==> config.mk <==
export PLATFORM = sky130hd
export DESIGN_NAME = ahb_lite_cmd_master
export DESIGN_NICKNAME = d
export VERILOG_FILES = /design/src/rtl/ahb_lite_cmd_master.sv
export SDC_FILE = /design/constraint.sdc
export NUM_CORES = 1
export LEC_CHECK = 0
export CORE_ASPECT_RATIO = 0.6
export CORE_MARGIN = 3
export CORE_UTILIZATION = 30
export DETAILED_ROUTE_END_ITERATION = 10
export HOLD_SLACK_MARGIN = 0.06
export SLEW_MARGIN = 5
export SYNTH_ARGS = -nofsm -noshare
export SYNTH_HDL_FRONTEND = slang
export SYNTH_SLANG_ARGS = --single-unit
==> constraint.sdc <==
create_clock -name HCLK -period 2.1 [get_ports HCLK]
set_input_delay 0.315 -clock HCLK [delete_from_list [all_inputs] [get_ports HCLK]]
set_output_delay 0.315 -clock HCLK [all_outputs]
set_load 0.01 [all_outputs]
==> src/rtl/ahb_lite_cmd_master.sv <==
// ahb_lite_cmd_master
//   Turns single commands (read/write, address, data, size) into single AHB-Lite
//   transfers and reports each completion with a one-cycle response pulse.
//   Only one transfer is ever outstanding. Every output is driven from a register.
//
// Optional feature (macro AHB_MST_TIMEOUT_EN):
//   A transfer is abandoned with an error response after TIMEOUT_CYCLES
//   consecutive HREADY=0 cycles in the address or data phase. Without the macro
//   the master waits on HREADY indefinitely.
//
// Ports
//   HCLK, HRESETn            clock, asynchronous active-low reset
//   cmd_valid/cmd_ready      command handshake (ready only in IDLE and RESP)
//   cmd_write/addr/wdata/size command fields (size uses HSIZE encoding)
//   rsp_valid/rdata/err      one-cycle completion pulse, read data, error flag
//   HADDR..HWDATA            AHB-Lite master outputs
//   HRDATA, HREADY, HRESP    AHB-Lite master inputs
module ahb_lite_cmd_master #(
    parameter int ADDR_WIDTH     = 32,
    parameter int DATA_WIDTH     = 32,
    parameter int TIMEOUT_CYCLES = 255
) (
    input  logic                  HCLK,
    input  logic                  HRESETn,
    input  logic                  cmd_valid,
    output logic                  cmd_ready,
    input  logic                  cmd_write,
    input  logic [ADDR_WIDTH-1:0] cmd_addr,
    input  logic [DATA_WIDTH-1:0] cmd_wdata,
    input  logic [2:0]            cmd_size,
    output logic                  rsp_valid,
    output logic [DATA_WIDTH-1:0] rsp_rdata,
    output logic                  rsp_err,
    output logic [ADDR_WIDTH-1:0] HADDR,
    output logic [1:0]            HTRANS,
    output logic                  HWRITE,
    output logic [2:0]            HSIZE,
    output logic [2:0]            HBURST,
    output logic [3:0]            HPROT,
    output logic                  HMASTLOCK,
    output logic [DATA_WIDTH-1:0] HWDATA,
    input  logic [DATA_WIDTH-1:0] HRDATA,
    input  logic                  HREADY,
    input  logic                  HRESP
);

    typedef enum logic [1:0] {IDLE, ADDR, DATA, RESP} state_t;

    localparam logic [1:0] HTRANS_IDLE   = 2'b00;
    localparam logic [1:0] HTRANS_NONSEQ = 2'b10;

    state_t                  state_reg, state_next;
    logic [ADDR_WIDTH-1:0]   haddr_reg, haddr_next;
    logic [1:0]              htrans_reg, htrans_next;
    logic                    hwrite_reg, hwrite_next;
    logic [2:0]              hsize_reg, hsize_next;
    logic [DATA_WIDTH-1:0]   hwdata_reg, hwdata_next;
    logic [DATA_WIDTH-1:0]   wdata_reg, wdata_next;
    logic                    cmd_ready_reg, cmd_ready_next;
    logic                    rsp_valid_reg, rsp_valid_next;
    logic [DATA_WIDTH-1:0]   rsp_rdata_reg, rsp_rdata_next;
    logic                    rsp_err_reg, rsp_err_next;
    logic                    cmd_bad;
    logic                    timeout_hit;

    // Sizes above a word, or addresses not aligned to the size, never reach the bus.
    always_comb begin
        cmd_bad = 1'b0;
        if (cmd_size > 3'd2)
            cmd_bad = 1'b1;
        else if (cmd_size == 3'd1 && cmd_addr[0])
            cmd_bad = 1'b1;
        else if (cmd_size == 3'd2 && (cmd_addr[1:0] != 2'b00))
            cmd_bad = 1'b1;
    end

`ifdef AHB_MST_TIMEOUT_EN
    localparam int CNT_W = $clog2(TIMEOUT_CYCLES + 1);
    logic [CNT_W-1:0] wait_cnt_reg, wait_cnt_next;

    // Fires on the edge that ends the TIMEOUT_CYCLES-th consecutive wait cycle.
    assign timeout_hit = !HREADY && (state_reg == ADDR || state_reg == DATA)
                         && (wait_cnt_reg == CNT_W'(TIMEOUT_CYCLES - 1));

    always_comb begin
        wait_cnt_next = '0;
        if (state_next == state_reg && (state_reg == ADDR || state_reg == DATA) && !HREADY)
            wait_cnt_next = wait_cnt_reg + 1'b1;
    end

    always_ff @(posedge HCLK or negedge HRESETn) begin
        if (!HRESETn)
            wait_cnt_reg <= '0;
        else
            wait_cnt_reg <= wait_cnt_next;
    end
`else
    assign timeout_hit = 1'b0;
`endif

    always_comb begin
        state_next     = state_reg;
        haddr_next     = haddr_reg;
        htrans_next    = HTRANS_IDLE;
        hwrite_next    = hwrite_reg;
        hsize_next     = hsize_reg;
        hwdata_next    = hwdata_reg;
        wdata_next     = wdata_reg;
        rsp_valid_next = 1'b0;
        rsp_rdata_next = rsp_rdata_reg;
        rsp_err_next   = rsp_err_reg;
        case (state_reg)
            IDLE, RESP: begin
                state_next = IDLE;
                if (cmd_valid && cmd_ready_reg) begin
                    if (cmd_bad) begin
                        state_next     = RESP;
                        rsp_valid_next = 1'b1;
                        rsp_err_next   = 1'b1;
                        rsp_rdata_next = '0;
                    end else begin
                        state_next  = ADDR;
                        haddr_next  = cmd_addr;
                        hwrite_next = cmd_write;
                        hsize_next  = cmd_size;
                        wdata_next  = cmd_wdata;
                        htrans_next = HTRANS_NONSEQ;
                    end
                end
            end
            ADDR: begin
                if (HREADY) begin
                    state_next  = DATA;
                    hwdata_next = wdata_reg;
                end else if (timeout_hit) begin
                    state_next     = RESP;
                    rsp_valid_next = 1'b1;
                    rsp_err_next   = 1'b1;
                    rsp_rdata_next = '0;
                end else begin
                    htrans_next = HTRANS_NONSEQ;
                end
            end
            DATA: begin
                if (HREADY) begin
                    state_next     = RESP;
                    rsp_valid_next = 1'b1;
                    rsp_err_next   = HRESP;
                    rsp_rdata_next = hwrite_reg ? '0 : HRDATA;
                end else if (timeout_hit) begin
                    state_next     = RESP;
                    rsp_valid_next = 1'b1;
                    rsp_err_next   = 1'b1;
                    rsp_rdata_next = '0;
                end
            end
            default: state_next = IDLE;
        endcase
        // Ready is registered, so it is derived from where the FSM is going.
        cmd_ready_next = (state_next == IDLE) || (state_next == RESP);
    end

    always_ff @(posedge HCLK or negedge HRESETn) begin
        if (!HRESETn) begin
            state_reg     <= IDLE;
            haddr_reg     <= '0;
            htrans_reg    <= HTRANS_IDLE;
            hwrite_reg    <= 1'b0;
            hsize_reg     <= 3'd0;
            hwdata_reg    <= '0;
            wdata_reg     <= '0;
            cmd_ready_reg <= 1'b0;
            rsp_valid_reg <= 1'b0;
            rsp_rdata_reg <= '0;
            rsp_err_reg   <= 1'b0;
        end else begin
            state_reg     <= state_next;
            haddr_reg     <= haddr_next;
            htrans_reg    <= htrans_next;
            hwrite_reg    <= hwrite_next;
            hsize_reg     <= hsize_next;
            hwdata_reg    <= hwdata_next;
            wdata_reg     <= wdata_next;
            cmd_ready_reg <= cmd_ready_next;
            rsp_valid_reg <= rsp_valid_next;
            rsp_rdata_reg <= rsp_rdata_next;
            rsp_err_reg   <= rsp_err_next;
        end
    end

    assign cmd_ready = cmd_ready_reg;
    assign rsp_valid = rsp_valid_reg;
    assign rsp_rdata = rsp_rdata_reg;
    assign rsp_err   = rsp_err_reg;
    assign HADDR     = haddr_reg;
    assign HTRANS    = htrans_reg;
    assign HWRITE    = hwrite_reg;
    assign HSIZE     = hsize_reg;
    assign HWDATA    = hwdata_reg;
    assign HBURST    = 3'b000;
    assign HPROT     = 4'b0011;
    assign HMASTLOCK = 1'b0;

endmodule

======== Yosys cells after proc, flatten, opt, wreduce, memory -nomap -nowiden ========
Cells that the tools add are included.
cells by class
  reduce and logical (&&, ||, !) cells .... 11
  $lt $le $gt $ge ......................... 1
  muxes and demuxes ....................... 25
  bitwise logic cells ..................... 2
  equal/unequal tests ..................... 9
operators with widths
  cell                number
  $mux 32             4
  $pmux 32 s2         1
  $mux 2              7
  $mux 1              9
  $eq 2x2->1 const B  3
  $ne 2x2->1 const B  3
  $pmux 2 s3          1
  $logic_not 2->1     2
  $pmux 2 s2          1
  $reduce_and 4->1    1
  $eq 3x1->1 const B  1
  $eq 3x2->1 const B  1
  $gt 3x2->1 const B  1
  $logic_and 1x1->1   3
  $pmux 1 s3          1
  $reduce_and 3->1    1
  $eq 2x1->1 const B  1
  $not 1->1           2
  $pmux 1 s2          1
  $reduce_and 2->1    1
  $reduce_bool 2->1   1
  $reduce_or 2->1     1
  $logic_or 1x1->1    1
word-level totals
  logic and storage cells ................. 59
  input bits .............................. 105
  output and inout bits ................... 113
  register bits after elaboration ......... 139

======== Depth between registers and ports, before layout ========
Gate-level depths: netlist of run 1.
  depth after elaboration ................. 10
  gate-level depth with buffers ........... 7
  mapped depth without buffers ............ 6

======== Worst setup path after synthesis of run 1 ========
No wires, ideal clock.
  path kind ............................... register to register
  from .................................... register state_reg[0]
  to ...................................... register wdata_reg[24]
  buffers on the path ..................... 2
  setup slack ............................. 0.143 ns
  data required time ...................... 1.975 ns
  library setup time ...................... 0.125 ns
  cell stages (with the launch flop) ...... 8
  arrival time ............................ 1.832 ns
  period minus slack after synthesis ...... 1.957 ns
  cells stage by stage .................... dfrtp_1 inv_1 ha_1 nand3_1 or3_1 buf_6 buf_6 mux2_4
between the ends
  cells in the longest elaborated chain, start to end .. 3
  elaborated cells on any way between the ends .. 4
  those cells by class .................... eq/ne (1); reduce/logical (3)
RTL lines
  element                                        line  RTL
  start: declaration                             52    state_t state_reg, state_next;
  start signal: assignment                       177   state_reg <= state_next;
  $eq 2x2->1 or $logic_not 2->1 (tied branches)  112   case (state_reg)
  $reduce_or 2->1 (*)                            112
  $reduce_and 3->1 (no line) (*)                 --
  end signal: assignment                         183   wdata_reg <= wdata_next;
  end: declaration                               58    logic [DATA_WIDTH-1:0] wdata_reg, wdata_next;
Mark *: on every way between the ends. The rest lies on a longest branch, timed or not.
A chain may end at the register's enable or synchronous reset.

======== Final worst setup path of run 1 ========
  from .................................... register state_reg[1]
  to ...................................... register wdata_reg[31]
Same word-level chain as after synthesis.

==> results of run 1 <==
cells by family after synthesis:
kind of cell | after synthesis | share of synthesized area [%]
AOI/OAI and AO/OA | 76 | 6.89
xor gates and xnor gates | 1 | 0.152
adders and majority gates | 2 | 0.433
buffers and inverters | 37 | 5.33
DFF | 138 | 59.8
muxes | 99 | 23.7
other | 2 | 0.130
and+or+nand+nor | 49 | 3.62
power by group through the flow:
stage	Clock (uW)	Sequential, uW	Combinational (uW)
after CTS	3070	4630	5400
final	2980	4610	5320
after floorplan	0	4940	2370
after global placement	0	4610	5300
after global routing	3180	4780	5700
after detailed placement	0	4630	5380
cell type report:
class | instances | area (um^2) | share of cell area (%)
flip-flops and latches | 138 | 3450 | 39.7
repair buffers | 228 | 2290 | 26.3
multi-input cells | 236 | 2050 | 23.6
clock buffers | 20 | 447 | 5.14
well taps | 240 | 300 | 3.46
clock inverters | 12 | 141 | 1.63
inverters | 4 | 15.0 | 0.173
cells in the final DEF (no fill, tap or decap), types with 2 or more instances in the layout:
master,synthesis,routed
buf_4,9,15
a21oi_1,3,3
inv_6,0,3
clkbuf_1,10,2
dfrtp_1,138,138
bufinv_16,0,2
mux2_2,32,32
buf_12,6,4
nand2_1,37,37
o21ai_1,33,33
ha_1,2,2
clkinvlp_4,0,5
conb_1,2,9
nor2_1,4,4
and2_1,2,2
o21ai_0,35,35
clkdlybuf4s50_1,0,207
mux2_4,67,67
inv_1,3,3
clkbuf_16,0,17
clkinv_4,0,2
final timing paths:
kind                              startpoint            end  slack, ns  cells past startpoint
worst max-delay path            state_reg[1]  wdata_reg[31]       0.05                      5
worst min-delay path                 HRESETn      HADDR[20]       0.44                      2
worst max register to register  state_reg[1]  wdata_reg[31]       0.05                      5
worst min register to register      HSIZE[2]       HSIZE[2]       0.50                      1
max in group asynchronous            HRESETn   wdata_reg[2]       0.96                      3
min in group HCLK                 HRDATA[26]  rsp_rdata[26]       0.45                      3
metrics by stage:
| stage | setup TNS [ns] | cells | util [%] | hold WS [ns] | setup slack [ns] |
|---|---|---|---|---|---|
| 2_1_floorplan | 0 | 411 | - | 0.0194 | 0.143 |
| 3_3_place_gp | -1.10 | 845 | 43.9 | 0.312 | -0.0284 |
| 3_5_place_dp | -2.48 | 845 | 43.9 | 0.322 | -0.0608 |
| 4_1_cts | 0 | 878 | 47.1 | 0.429 | 0.0617 |
| 5_1_grt | 0 | 878 | 47.1 | 0.443 | 0.0125 |
| 6_report | 0 | 878 | 47.1 | 0.441 | 0.0523 |
what timing repair did:
action,4_1_cts,5_1_grt
hold buffers,1,0
hold endpoints to repair,56,0
setup endpoints to repair,0,0
routing by layer:
layer / global-route usage, % / up-vias / wire (um)
li1: - / 1816 / -
met1: 19.8 / 1901 / 7050
met2: 19.3 / 141 / 6070
met3: 5.35 / 17 / 1090
met4: 4.15 / 0 / 188
met5: 0 / - / 0
critical path: stages, from the launching register on:
cell and delay, ns:
dfrtp_1 0.42, ha_1 0.31, nand3_1 0.17, or3_4 0.45, buf_12 0.22, mux2_4 0.32
==> impl_results.md, run 1 <==
* Run status: completed
* Critical Path Start Type: flop
* Fin crit period at 2.05 ns
* Worst-Margin Slew at 0.546 ns
* CTS clk-pin slew, worst paths at 0.06 ns
* Logic pwr share at 41.2%
* Mapped cell area at 0.00578 mm^2
* Post-CTS Resized at 0
* Fillers at 1,633
* Die width at 185 um
* ANT cells at 0
* Main synth FF type: dfrtp_1
* Tcrit/Tclk final at 97.5%
* Internal power at 8970 uW
* CP required at 2.38 ns
* Synth async-reset ratio at 100%
* Final GP Congestion at 0.814
* CTS sink cnt at 138
* Critical path endpoint category: flop
* Leak at 0.00391 uW
* Top cell type's share of synthesized area at 59.8%
* Total CTS buffers at 17
* Worst min-delay path class: input pin to asynchronous set/reset pin
* Clock share of power at 23.1%
* Register bit total from synthesis at 138
* DR DRC count at 0
* Path type of the worst setup path: flop to flop
* Synthesized area per cell at 14.3 um^2
* Area of the die at 0.0210 mm^2
* First DRT Iteration DRCs at 226
* Share of cells above drive strength 1 at 24.1%
* Fin. Hold Viols at 0
* Sw Pwr at 3940 uW
* Initial antenna violation count at 0
* Slew headroom at 63.6%
* Crit Path Max Fanout at 36
* Effective utilization at floorplan at 31.3%
* WP data arrival at 2.33 ns
* Maximum capacitance violations at 0
* Drt wl/cell at 16.4 um
* Post-synthesis sequential area ratio at 59.8%
* Ys Warns at 0
* Number of flops mapped to enable cells by yosys at 0
* Port Buffers at 208
* Clk buf depth at 2
* Post-synth top area cell: dfrtp_1
* Sw Share at 30.5%
* Reg power frac at 35.7%
* Area contributors post-synth: dfrtp_1 60%, mux2_4 17%, mux2_2 6.2%
* Tot GR Track Use at 13.8%
* Setup violations, final at 0
* Post-synth top cells: 138 x dfrtp_1, 67 x mux2_4, 37 x nand2_1
* Post-DP Area at 0.00809 mm^2
* Synth cell types at 29
* Setup Buffers After CTS at 0
* Boundary Pins at 218
* Peak Freq at 488 MHz
* Most frequent cell after synthesis: dfrtp_1
* Total Wirelength at 14.4 mm
* Core Rows at 38
* Dpl hpwl at 10.2 mm
* Largest net degree at the start of global routing at 60
* Clk_lat worst skew at 0.41 ns
* Post-route design area at 0.00869 mm^2
* Worst clock skew at 0.0123 ns
* Total power at 12,900 uW
* Global-route wire length before repair at 22.9 mm
* Antenna-violating nets left at 0
* Area grow syn2layout at 50.5%
* PD cells at 1490 mW/mm^2
* Total gr overflow at 0
* Vias in the first global route at 4,186
* Peak VDD IR at 616 uV
* Unrepaired setup endpoints after global routing: false
* Core Box Area at 0.0184 mm^2
* Die height at 113 um
* Via Count at 3,875
* Vias per Instance at 4.41
* Final Max Tran Viols at 0
* Clock root cell: clkbuf_16
* 1st-pass router iterations at 4
* CTS H-tree lvls at 4
* CTS tree: built
* Nets at 732
* Post-Syn Instances at 404
No activity file was read; power rests on OpenSTA's default activity.
==> run 2: changes to the inputs <==
CORE_UTILIZATION = 50   (was 30)
DONT_BUFFER_PORTS = 1   (was unset)
REMOVE_ABC_BUFFERS = 1   (was unset)
==> run 2 against run 1 <==
The flow now finishes with violations (negative hold slack); flip-flop and latch count is the same; combinational power shrank 48%; via count decreased by 9.7%; sequential power increased by 14%; routed wire length is 11% lower; clock skew shrank 0.0056 ns; highest routed layer unchanged; global-route usage increased by 6.2 points.
==> impl_results.md, run 2 (synthesized netlist as in run 1, its figures left out) <==
* Run status: complete, but fails checks
* Failing checks: negative hold slack
* CTS clk-pin slew, worst paths at 0.06 ns (about the same)
* Post-route design area at 0.00741 mm^2 (-15%)
* Crit Path Max Fanout at 38 (+5.6%)
* Highest routed layer: met4
* WP data arrival at 2.29 ns (-0.04 ns)
* R2R Path End: wdata_reg[16]
* CP required at 2.39 ns (about the same)
* Met2 Wirelength at 6.21 mm (+2.3%)
* Post-DP Area at 0.00580 mm^2 (-28%)
* First DRT Iteration DRCs at 153 (-32%)
* Final GP Congestion at 0.779 (-4.3%)
* Boundary Pins at 218 (unchanged)
* Largest net degree at the start of global routing at 139 (+130%)
* Critical path origin: state_reg[0]
* Critical-path top delay cell: or3_4
* Nets at 612 (-16%)
* Share of cells above drive strength 1 at 27.6% (+3.5 points)
* Buf/Inv on CP at 2 (+1)
* Commonest cells after routing, fill and taps aside: 138 x dfrtp_1, 100 x dlygate4sd3_1, 67 x mux2_4, 37 x nand2_1
* Critical Path Start Type: flop
* Critical Path Stages at 6 (+1)
* Setup violations, final at 0 (unchanged)
* Die height at 89.3 um (-21%)
* Placed cells at 541 (-36%)
* Total gr overflow at 0 (unchanged)
* Global-route wire length before repair at 19.6 mm (-14%)
* Peak Freq at 499 MHz (+2.2%)
* Core Rows at 29 (-24%)
* Clk_lat worst skew at 0.41 ns (about the same)
* Flop-to-flop setup slack at 0.1 ns (+0.04 ns)
* ANT cells at 0 (unchanged)
* Total Wirelength at 12.8 mm (-11%)
* Critical path endpoint category: flop
* Via Count at 3,501 (-9.7%)
* Hold_buf cts at 100 (+99)
* Area of the die at 0.0129 mm^2 (-39%)
* Worst clock skew at 0.00665 ns (-0.00565 ns)
* Met3 routed WL at 1.13 mm (+3.9%)
* Vias per Instance at 5.20 (+18%)
* Die width at 145 um (-22%)
* Final std cells w/o fill at 673 (-23%)
* Drt wl/cell at 19.0 um (+16%)
* Antenna-violating nets left at 0 (unchanged)
* CP delay by family, top: simple AND/OR/NAND/NOR gates
* CP max stage delay at 0.43 ns (-0.02 ns)
* Worst setup endpoint: wdata_reg[16]
* R2r startpoint: state_reg[0]
* Path type of the worst setup path: flop to flop
* Worst r2r path cells at 6 (+1)
* PD cells at 1500 mW/mm^2 (+0.64%)
* Reg area at 0.00345 mm^2 (unchanged)
* Fillers at 762 (-53%)
* Worst min-delay path class: input pin to asynchronous set/reset pin
* Unrepaired setup endpoints after global routing: true
* Total CTS buffers at 17 (unchanged)
* Tot GR Track Use at 20.1% (+6.2 points)
* Tcrit/Tclk final at 95.4% (-2.1 points)
* Fin crit period at 2.00 ns (-0.0434 ns)
* Vias in the first global route at 3,747 (-10%)
* Commonest non-fill, non-tap cell in the layout: dfrtp_1
* CTS H-tree lvls at 4 (unchanged)
* DR DRC count at 0 (unchanged)
* CTS tree: built
* Peak VDD IR at 775 uV (+26%)
* Core Box Area at 0.0109 mm^2 (-41%)
* Multi-input gate area at 0.00205 mm^2 (unchanged)
* Effective utilization at floorplan at 52.9% (+22 points)
* Clock root cell: clkbuf_16
* 1st-pass router iterations at 7 (+3)
* Dpl hpwl at 7.85 mm (-23%)
* Hold WS at -0.403 ns (-0.844 ns)
* Setup Buffers After CTS at 0 (unchanged)
* Wl on met1 at 5.30 mm (-25%)
* CTS sink cnt at 138 (unchanged)
* Initial antenna violation count at 0 (unchanged)
* Fin. Hold Viols at 138 (+138)
* Area grow syn2layout at 28.2%
* Clk buf depth at 2 (unchanged)
* Final Max Tran Viols at 0 (unchanged)
* Maximum capacitance violations at 0 (unchanged)
* Port Buffers at 0 (-100%)
* Leak at 0.00348 uW (-11%)
* Critical-path cell list: inv_1 -> ha_1 -> nand3_1 -> or3_4 -> buf_12 -> mux2_4
-- run 2: worst min-delay path by stage --
stage,startpoint,endpoint,slack (ns),depth (start not counted)
floorplan,HRESETn,HADDR[0],0.02,0
global placement,HRESETn,rsp_rdata[8],0.02,0
detailed placement,HRESETn,rsp_rdata[2],0.02,0
CTS,HRESETn,rsp_rdata[2],-0.42,0
global route,HRESETn,rsp_rdata[2],-0.43,0
finish,HRESETn,rsp_rdata[2],-0.40,0
-- run 2: repair_timing --
item                                   in CTS  in global routing
setup endpoints to repair                   0                  5
endpoints found under the hold margin     238                138
gates resized for setup                     0                  1
-- run 2: area by class of cell --
| class | instances | area share, % |
|---|---|---|
| Clock inverter | 13 | 2.26 |
| Inverter | 4 | 0.203 |
| Tap cell | 155 | 2.62 |
| Sequential cell | 138 | 46.6 |
| Multi-Input combinational cell | 236 | 27.7 |
| Timing Repair Buffer | 108 | 14.7 |
| Clock buffer | 19 | 5.98 |
-- run 2: stage by stage --
stage	power [uW]	hold WS [ns]	utilization (%)	TNS [ns]	worst slack, ns
after global routing	11700	-0.432	67.8	-0.0203	-0.00939
after floorplan	7130	0.0194	-	-115.82	-1.66
final	11100	-0.403	67.8	0	0.0957
after detailed placement	7890	0.0220	53.1	0	0.0992
after CTS	11100	-0.421	67.8	0	0.101
after global placement	7760	0.0223	53.1	0	0.187
-- run 2: power breakdown --
part / switching, uW / internal, uW / total [uW]
registers: 1350 / 3910 / 5260
logic: 1120 / 1670 / 2790
clock network: 1120 / 1910 / 3030
total: 3590 / 7490 / 11100
-- run 2: worst reg2reg max path, stage by stage, from the launching register on --
cell     delay [ns]
dfrtp_1        0.40
inv_1          0.06
ha_1           0.30
nand3_1        0.13
or3_4          0.43
buf_12         0.21
mux2_4         0.36
-- run 2: routing by layer --
metal / vias up / track usage, %
met5: - / 0
met1: 1745 / 24.2
met3: 16 / 8.28
li1: 1578 / -
met2: 162 / 32.8
met4: 0 / 7.37
